<file path="config.mk">
export PLATFORM = sky130hd
export DESIGN_NAME = dec138_rr_sched
export DESIGN_NICKNAME = d
export VERILOG_FILES = /design/src/rtl/dec138_rr_sched.sv
export SDC_FILE = /design/constraint.sdc
export NUM_CORES = 1
export LEC_CHECK = 0
export ABC_AREA = 1
export BUFFER_PORTS_ARGS = -buffer_cell sky130_fd_sc_hd__clkbuf_2
export CAP_MARGIN = 15
export CORE_UTILIZATION = 25
export DETAILED_ROUTE_END_ITERATION = 10
export GPL_TIMING_DRIVEN = 0
export SKIP_LAST_GASP = 1
export SLEW_MARGIN = 25
export SYNTH_ARGS = -nofsm -noshare
export SYNTH_HDL_FRONTEND = slang
export SYNTH_SLANG_ARGS = --single-unit
export TNS_END_PERCENT = 10
</file>
<file path="constraint.sdc">
create_clock -name clk -period 2.5 [get_ports clk]
set_input_delay 0.125 -clock clk [delete_from_list [all_inputs] [get_ports clk]]
set_output_delay 0.125 -clock clk [all_outputs]
set_load 0.02 [all_outputs]
</file>
<file path="src/rtl/dec138_rr_sched.sv">
// ============================================================================
// dec138_rr_sched : round-robin scheduler for eight requesters that drives one
//                   shared 74138-style active-low decoder, with registered outputs.
// Revision 1.0
// ============================================================================
`default_nettype none

module dec138_rr_sched #(
    parameter int HOLD_MAX = 15
) (
    input  logic       clk,
    input  logic       rst,
    input  logic       G1,
    input  logic       G2a,
    input  logic       G2b,
    input  logic [7:0] req,
    input  logic       done,
    output logic [2:0] sel,
    output logic [7:0] Y,
    output logic       gnt_valid,
    output logic       timeout
);

    localparam int HW = $clog2(HOLD_MAX + 1);

    typedef enum logic [1:0] {
        S_IDLE  = 2'd0,
        S_GRANT = 2'd1,
        S_GAP   = 2'd2
    } state_t;

    state_t        state_q;
    logic [2:0]    ptr_q;
    logic [2:0]    sel_q;
    logic [HW-1:0] hold_q;
    logic [HW-1:0] hold_d;
    logic [7:0]    y_q;
    logic          gv_q;
    logic          to_q;

    logic          en;
    logic          hold_lim;
    logic          pick_vld;
    logic [2:0]    pick_idx;
    logic [2:0]    cand;

    assign en       = G1 & ~G2a & ~G2b;
    assign hold_lim = (hold_q == HW'(HOLD_MAX - 1));
    assign hold_d   = (hold_q == HW'(HOLD_MAX)) ? hold_q : hold_q + HW'(1);

    // Scan from the farthest offset down so the nearest request to ptr wins.
    always_comb begin
        pick_vld = 1'b0;
        pick_idx = ptr_q;
        cand     = '0;
        for (int k = 7; k >= 0; k--) begin
            cand = ptr_q + 3'(k);
            if (req[cand]) begin
                pick_vld = 1'b1;
                pick_idx = cand;
            end
        end
    end

    always_ff @(posedge clk) begin
        if (rst) begin
            state_q <= S_IDLE;
            ptr_q   <= 3'd0;
            sel_q   <= 3'd0;
            hold_q  <= '0;
            y_q     <= 8'hFF;
            gv_q    <= 1'b0;
            to_q    <= 1'b0;
        end else begin
            to_q <= 1'b0;
            if (!en) begin
                // Aborted grant: no rotation, no timeout.
                state_q <= S_IDLE;
                hold_q  <= '0;
                y_q     <= 8'hFF;
                gv_q    <= 1'b0;
            end else begin
                case (state_q)
                    S_IDLE: begin
                        if (pick_vld) begin
                            state_q <= S_GRANT;
                            sel_q   <= pick_idx;
                            hold_q  <= '0;
                            y_q     <= ~(8'b1 << pick_idx);
                            gv_q    <= 1'b1;
                        end else begin
                            y_q  <= 8'hFF;
                            gv_q <= 1'b0;
                        end
                    end
                    S_GRANT: begin
                        if (done || !req[sel_q] || hold_lim) begin
                            state_q <= S_GAP;
                            ptr_q   <= sel_q + 3'd1;
                            y_q     <= 8'hFF;
                            gv_q    <= 1'b0;
                            to_q    <= hold_lim & ~done & req[sel_q];
                        end else begin
                            hold_q <= hold_d;
                        end
                    end
                    S_GAP: begin
                        state_q <= S_IDLE;
                        y_q     <= 8'hFF;
                        gv_q    <= 1'b0;
                    end
                    default: begin
                        state_q <= S_IDLE;
                        y_q     <= 8'hFF;
                        gv_q    <= 1'b0;
                    end
                endcase
            end
        end
    end

    assign sel       = sel_q;
    assign Y         = y_q;
    assign gnt_valid = gv_q;
    assign timeout   = to_q;

endmodule

`default_nettype wire

</file>
# == After elaboration in Yosys (flattened, before gate mapping) ==
# Index checks and enable logic that the tools add are counted.
# W data, S select, Z words.
# classes
n_mux,47
eq_ne,7
add_sub_neg,9
shifts,1
n_reduce_logical,11
bitwise,11
order_cmp,9
# op_table
cell,n
$lt A3 B4 Y1 const B,9
$bmux W1 S3,9
$mux W3,8
$mux W1,19
$mux W8,2
$pmux W8 S2,1
$add A3 B3 Y3 const B,4
$mux W4,3
$eq A4 B4 Y1 const B,2
$ne A2 B2 Y1 const B,4
$not A8 Y8,1
$pmux W4 S2,1
$shl A1 B3 Y8 const A,1
$add A3 B1 Y3 const B,2
$add A3 B2 Y3 const B,2
$not A1 Y1,6
$reduce_and A3 Y1,2
$add A4 B1 Y4 const B,1
$and A1 B1 Y1,4
$mux W2,2
$pmux W2 S2,1
$reduce_and A4 Y1,1
$reduce_or A4 Y1,1
$eq A2 B1 Y1 const B,1
other kinds (7),8
# totals
reg_bits,22
word_cells,102

# == Longest topological paths before layout ==
# logic_depth
word_depth,15
mapped_depth,23
mapped_depth_nobuf,21

# == Worst setup path before layout ==
# No wires, ideal clock.
# synth_timing
path_kind,register -> register
start,register ptr_q[0]
end,register hold_q[3]
stages_incl_launch_ff,19
synth_period_minus_slack_ns,2.286
setup_slack_ns,0.214
setup_ns,0.115
t_arrival_ns,2.172
path_cell_list,dfxtp_1 -> buf_6 -> inv_4 -> buf_8 -> ha_1 -> inv_2 -> nand3_1 -> nand3_1 -> nand2_2 -> nor2_2 -> nand3_2 -> nor2_4 -> nor2_8 -> inv_4 -> nand2_4 -> nand2_4 -> nor2_2 -> xnor2_1 -> nor2_1
# synth_between
elab_chain_cells,13
# synth_lines
element,line,rtl
from (decl),33,logic [2:0] ptr_q;
from (signal assigned),99,ptr_q <= sel_q + 3'd1;
$add A3 B3 Y3,57,cand = ptr_q + 3'(k);
$bmux W1 S3,58,if (req[cand]) begin
$mux W1 (implied by the code),58,
$mux W1 (7 in series),58,
$mux W1 (*),58,
$ne A2 B2 Y1 (no line) (*),--,
$reduce_and A4 Y1 (no line) (*),--,
to (signal assigned),104,hold_q <= hold_d;
to (decl),35,logic [HW-1:0] hold_q;
# Mark *: on every way between the ends. The rest lies on a longest branch, timed or not. The select of a mux whose other input is x is not followed.
# A chain may end at the register's enable or synchronous reset.

# == Final worst setup path ==
# layout_timing
start,register ptr_q[0]
end,register y_q[3] (netlist: Y[3])
# layout_between
elab_chain_cells,15
# layout_lines
element,line,rtl
$add A3 B3 Y3,57,
$bmux W1 S3,58,
$mux W1 (implied by the code),58,
$mux W3 (8 in series),58,
$shl A1 B3 Y8,89,y_q <= ~(8'b1 << pick_idx);
$not A8 Y8,89,
$mux W8 (*),85,if (pick_vld) begin
$pmux W8 S2 (*),83,case (state_q)
to (signal assigned),89,
to (decl),37,logic [7:0] y_q;
# Marks and branches as above.

==> results.yml <==
synth:
  netlist.top_cell.by_area: "dfxtp_1"
  yosysUniqueCellTypes: 34
  synth_top_area_frac: 0.255
  synth_seq_cells: 22
  ys_seq_area_frac: 0.255
  mappedNetlistNets: 289
  synth_warnings: 0
  synthTopCellsByArea: "dfxtp_1 (26%), nand2_1 (15%), nand3_1 (13%)"
  synthCells: 270
  avgSynthCellArea_sq_um: 6.39
  netlist_area_sq_um: 1720
worst_setup_path:
  reg2reg_slack_ps: 170
  rr_worst_depth: 18
  reg2reg_from: "ptr_q[0]"
  cp.required_ps: 2650
  r2r-end: "Y[3]"
  start_kind: "flip-flop"
  critPathCaptureType: "flip-flop"
  cp.arrival_ps: 2480
  path_class: "flip-flop to flip-flop"
  crit_fanout: 10
clock_network:
  cts_buffers: 3
  cts_tree: "built"
  cts_hold_buf: 0
  cts.sinks: 22
  clock_latency_ps: 260
  path_clk_slew_ps: 80
  clockBufferDepth: 2
  htreeDepth: 1
  root_buffer: "clkbuf_8"
grt:
  track_usage: 0.125
  grt_pass1_vias: 1670
  gr-total-overflow: 0
  grt_antenna_before_repair: 0
  grt_max_degree: 13
  grt_pass1_wl_mm: 7.41
job:
  drv_cap: 0
sta:
  slew_headroom: 0.693
  hold_ws_ps: 58.9
  period_needed_ps: 2330
  setup_slack_ps: 173
  min_period_over_period: 0.931
  max_freq_mhz: 430
  clock-skew-final_ps: 3.21
  hold_viol_final: 0
  setup_violations: 0
  tightest_slew_ps: 461
  drv_slew: 0
drt:
  viasPerCell: 4.68
  wl_per_cell_um: 11.5
  drt-initial-drc-count: 114
  first_pass_iters: 4
  vias: 1808
  drcViolationCount: 0
  totalWireLength_mm: 4.44
  detail-route-antenna-nets: 0
status:
  status: "completed"
floorplan:
  die-height_um: 85.0
  start_util: 0.265
  die_x_um: 85.0
  fp.dieArea_sq_um: 7230
  ioPinCount: 27
  core_sq_um: 6490
  rows: 29
place:
  gp_congestion: 0.843
  dp_hpwl_mm: 3.39
  place_ws_ps: -202
  portBuffers: 26
pwr:
  cellPowerDensity_nw_per_um2: 353
  irDropWorstVdd_mv: 0.290
  cellLeakagePower_uw: 0.00108
layout:
  fillers: 683
  diodes: 0
  drive_gt1_frac: 0.314
  area.growth.synth_to_final_pct: 30.0
  fin_nets: 329
min_path:
  hold_path_class: "input port to flip-flop"
  hold_depth: 2
  holdPathEnd: "state_q[1]"
  min_from: "rst"
worst max path at each step:
stage,start,endpoint,cells after the start
2_1_floorplan,ptr_q[0],hold_q[3],18
3_3_place_gp,ptr_q[1],Y[4],17
3_5_place_dp,ptr_q[1],Y[4],17
4_1_cts,ptr_q[0],Y[4],18
5_1_grt,ptr_q[0],Y[1],19
6_report,ptr_q[0],Y[3],18
routing by layer:
layer  track usage  up-vias  share of wire
met5             0        -              0
met4        0.0354        0         0.0036
met3        0.0136        2          0.040
met2         0.205       34           0.47
met1         0.172      805           0.49
li1              -      967              -
cells in the mapped netlist (all sizes together):
master,instances
nand2,82
nand3,49
inv,34
nor2,23
dfxtp,22
a21oi,20
o21ai,9
buf,5
ha,5
o21bai,4
xor2,3
nand4,2
o211ai,2
xnor2,2
a211oi,1
clkbuf,1
nand3b,1
nor3,1
nor3b,1
o21a,1
o22ai,1
o32ai,1
cell usage in the layout, fill, tap and decap left out, types with 3 or more instances in the layout:
cell type  Yosys  routed
o21bai_1       4       4
o21ai_0        8       7
nor2_1        18      17
inv_4          2       3
ha_1           5       4
nand3_4        0       7
dfxtp_1       22      21
xor2_1         3       3
buf_4          0       9
inv_1         26      26
nand2_1       68      65
a21oi_1       20      20
nand2_2       12      15
nand3_2        5      12
nor2_2         3       4
clkbuf_8       0       4
inv_2          6       4
nand3_1       44      30
clkbuf_2       0      26
power by group:
group          total (uW)  switching, uW  internal, uW
sequential            362           6.48           355
combinational         178            113          65.2
clock                 250            110           140
total                 791            230           561
critical path, stage by stage (launching register included):
cell,delay [ps]
dfxtp_2,350
buf_6,120
inv_4,30
buf_8,140
ha_4,350
inv_6,80
nand3_4,100
nand3_4,100
nand4_4,120
nand3_1,70
nand2_1,60
nand2_1,70
nand2_1,60
nand2_1,50
nand2_2,130
nand2_1,90
nand3b_1,160
nand2_1,70
nand2_1,60
flip-flops by register name, indices dropped and copies added, names as in the netlist:
register,cells
Y,8
gnt_valid,1
hold_q,4
ptr_q,3
sel,3
state_q,2
timeout,1
logic make-up (layout without fill, tap and decap cells):
| family | after synthesis | count (layout) | share of synthesized area |
|---|---|---|---|
| compound gates | 39 | 39 | 0.128 |
| xor+xnor | 5 | 5 | 0.0254 |
| fa+ha+maj | 5 | 5 | 0.0363 |
| buf+inv | 40 | 79 | 0.103 |
| flops | 22 | 22 | 0.255 |
| simple gates | 159 | 159 | 0.452 |
through the flow:
| stage | power (uW) | cell area (sq um) | setup TNS [ps] | util | cells |
|---|---|---|---|---|---|
| floorplan | 485 | 1720 | 0 | - | 270 |
| global placement | 529 | 1950 | -1720 | 0.300 | 373 |
| detailed placement | 530 | 1950 | -1890 | 0.300 | 373 |
| CTS | 784 | 2040 | 0 | 0.315 | 377 |
| global route | 843 | 2240 | -18.2 | 0.345 | 386 |
| finish | 791 | 2240 | 0 | 0.345 | 386 |
cell type report:
type | instances | area, sq um | share of cell area
multi-input combinational | 208 | 1260 | 0.562
sequential | 22 | 442 | 0.197
timing repair buffer | 35 | 198 | 0.0882
inverter | 34 | 140 | 0.0625
tap | 77 | 96.3 | 0.0430
clock buffer | 4 | 55.1 | 0.0246
buffer | 6 | 51.3 | 0.0229
what timing repair did:
| action | in CTS | in global routing |
|---|---|---|
| gates resized for setup | 8 | 27 |
| pin swaps | 0 | 8 |
| buffers inserted | 0 | 9 |
| setup endpoints to repair | 16 | 14 |
Note: power is estimated with default switching activity, not from simulation.
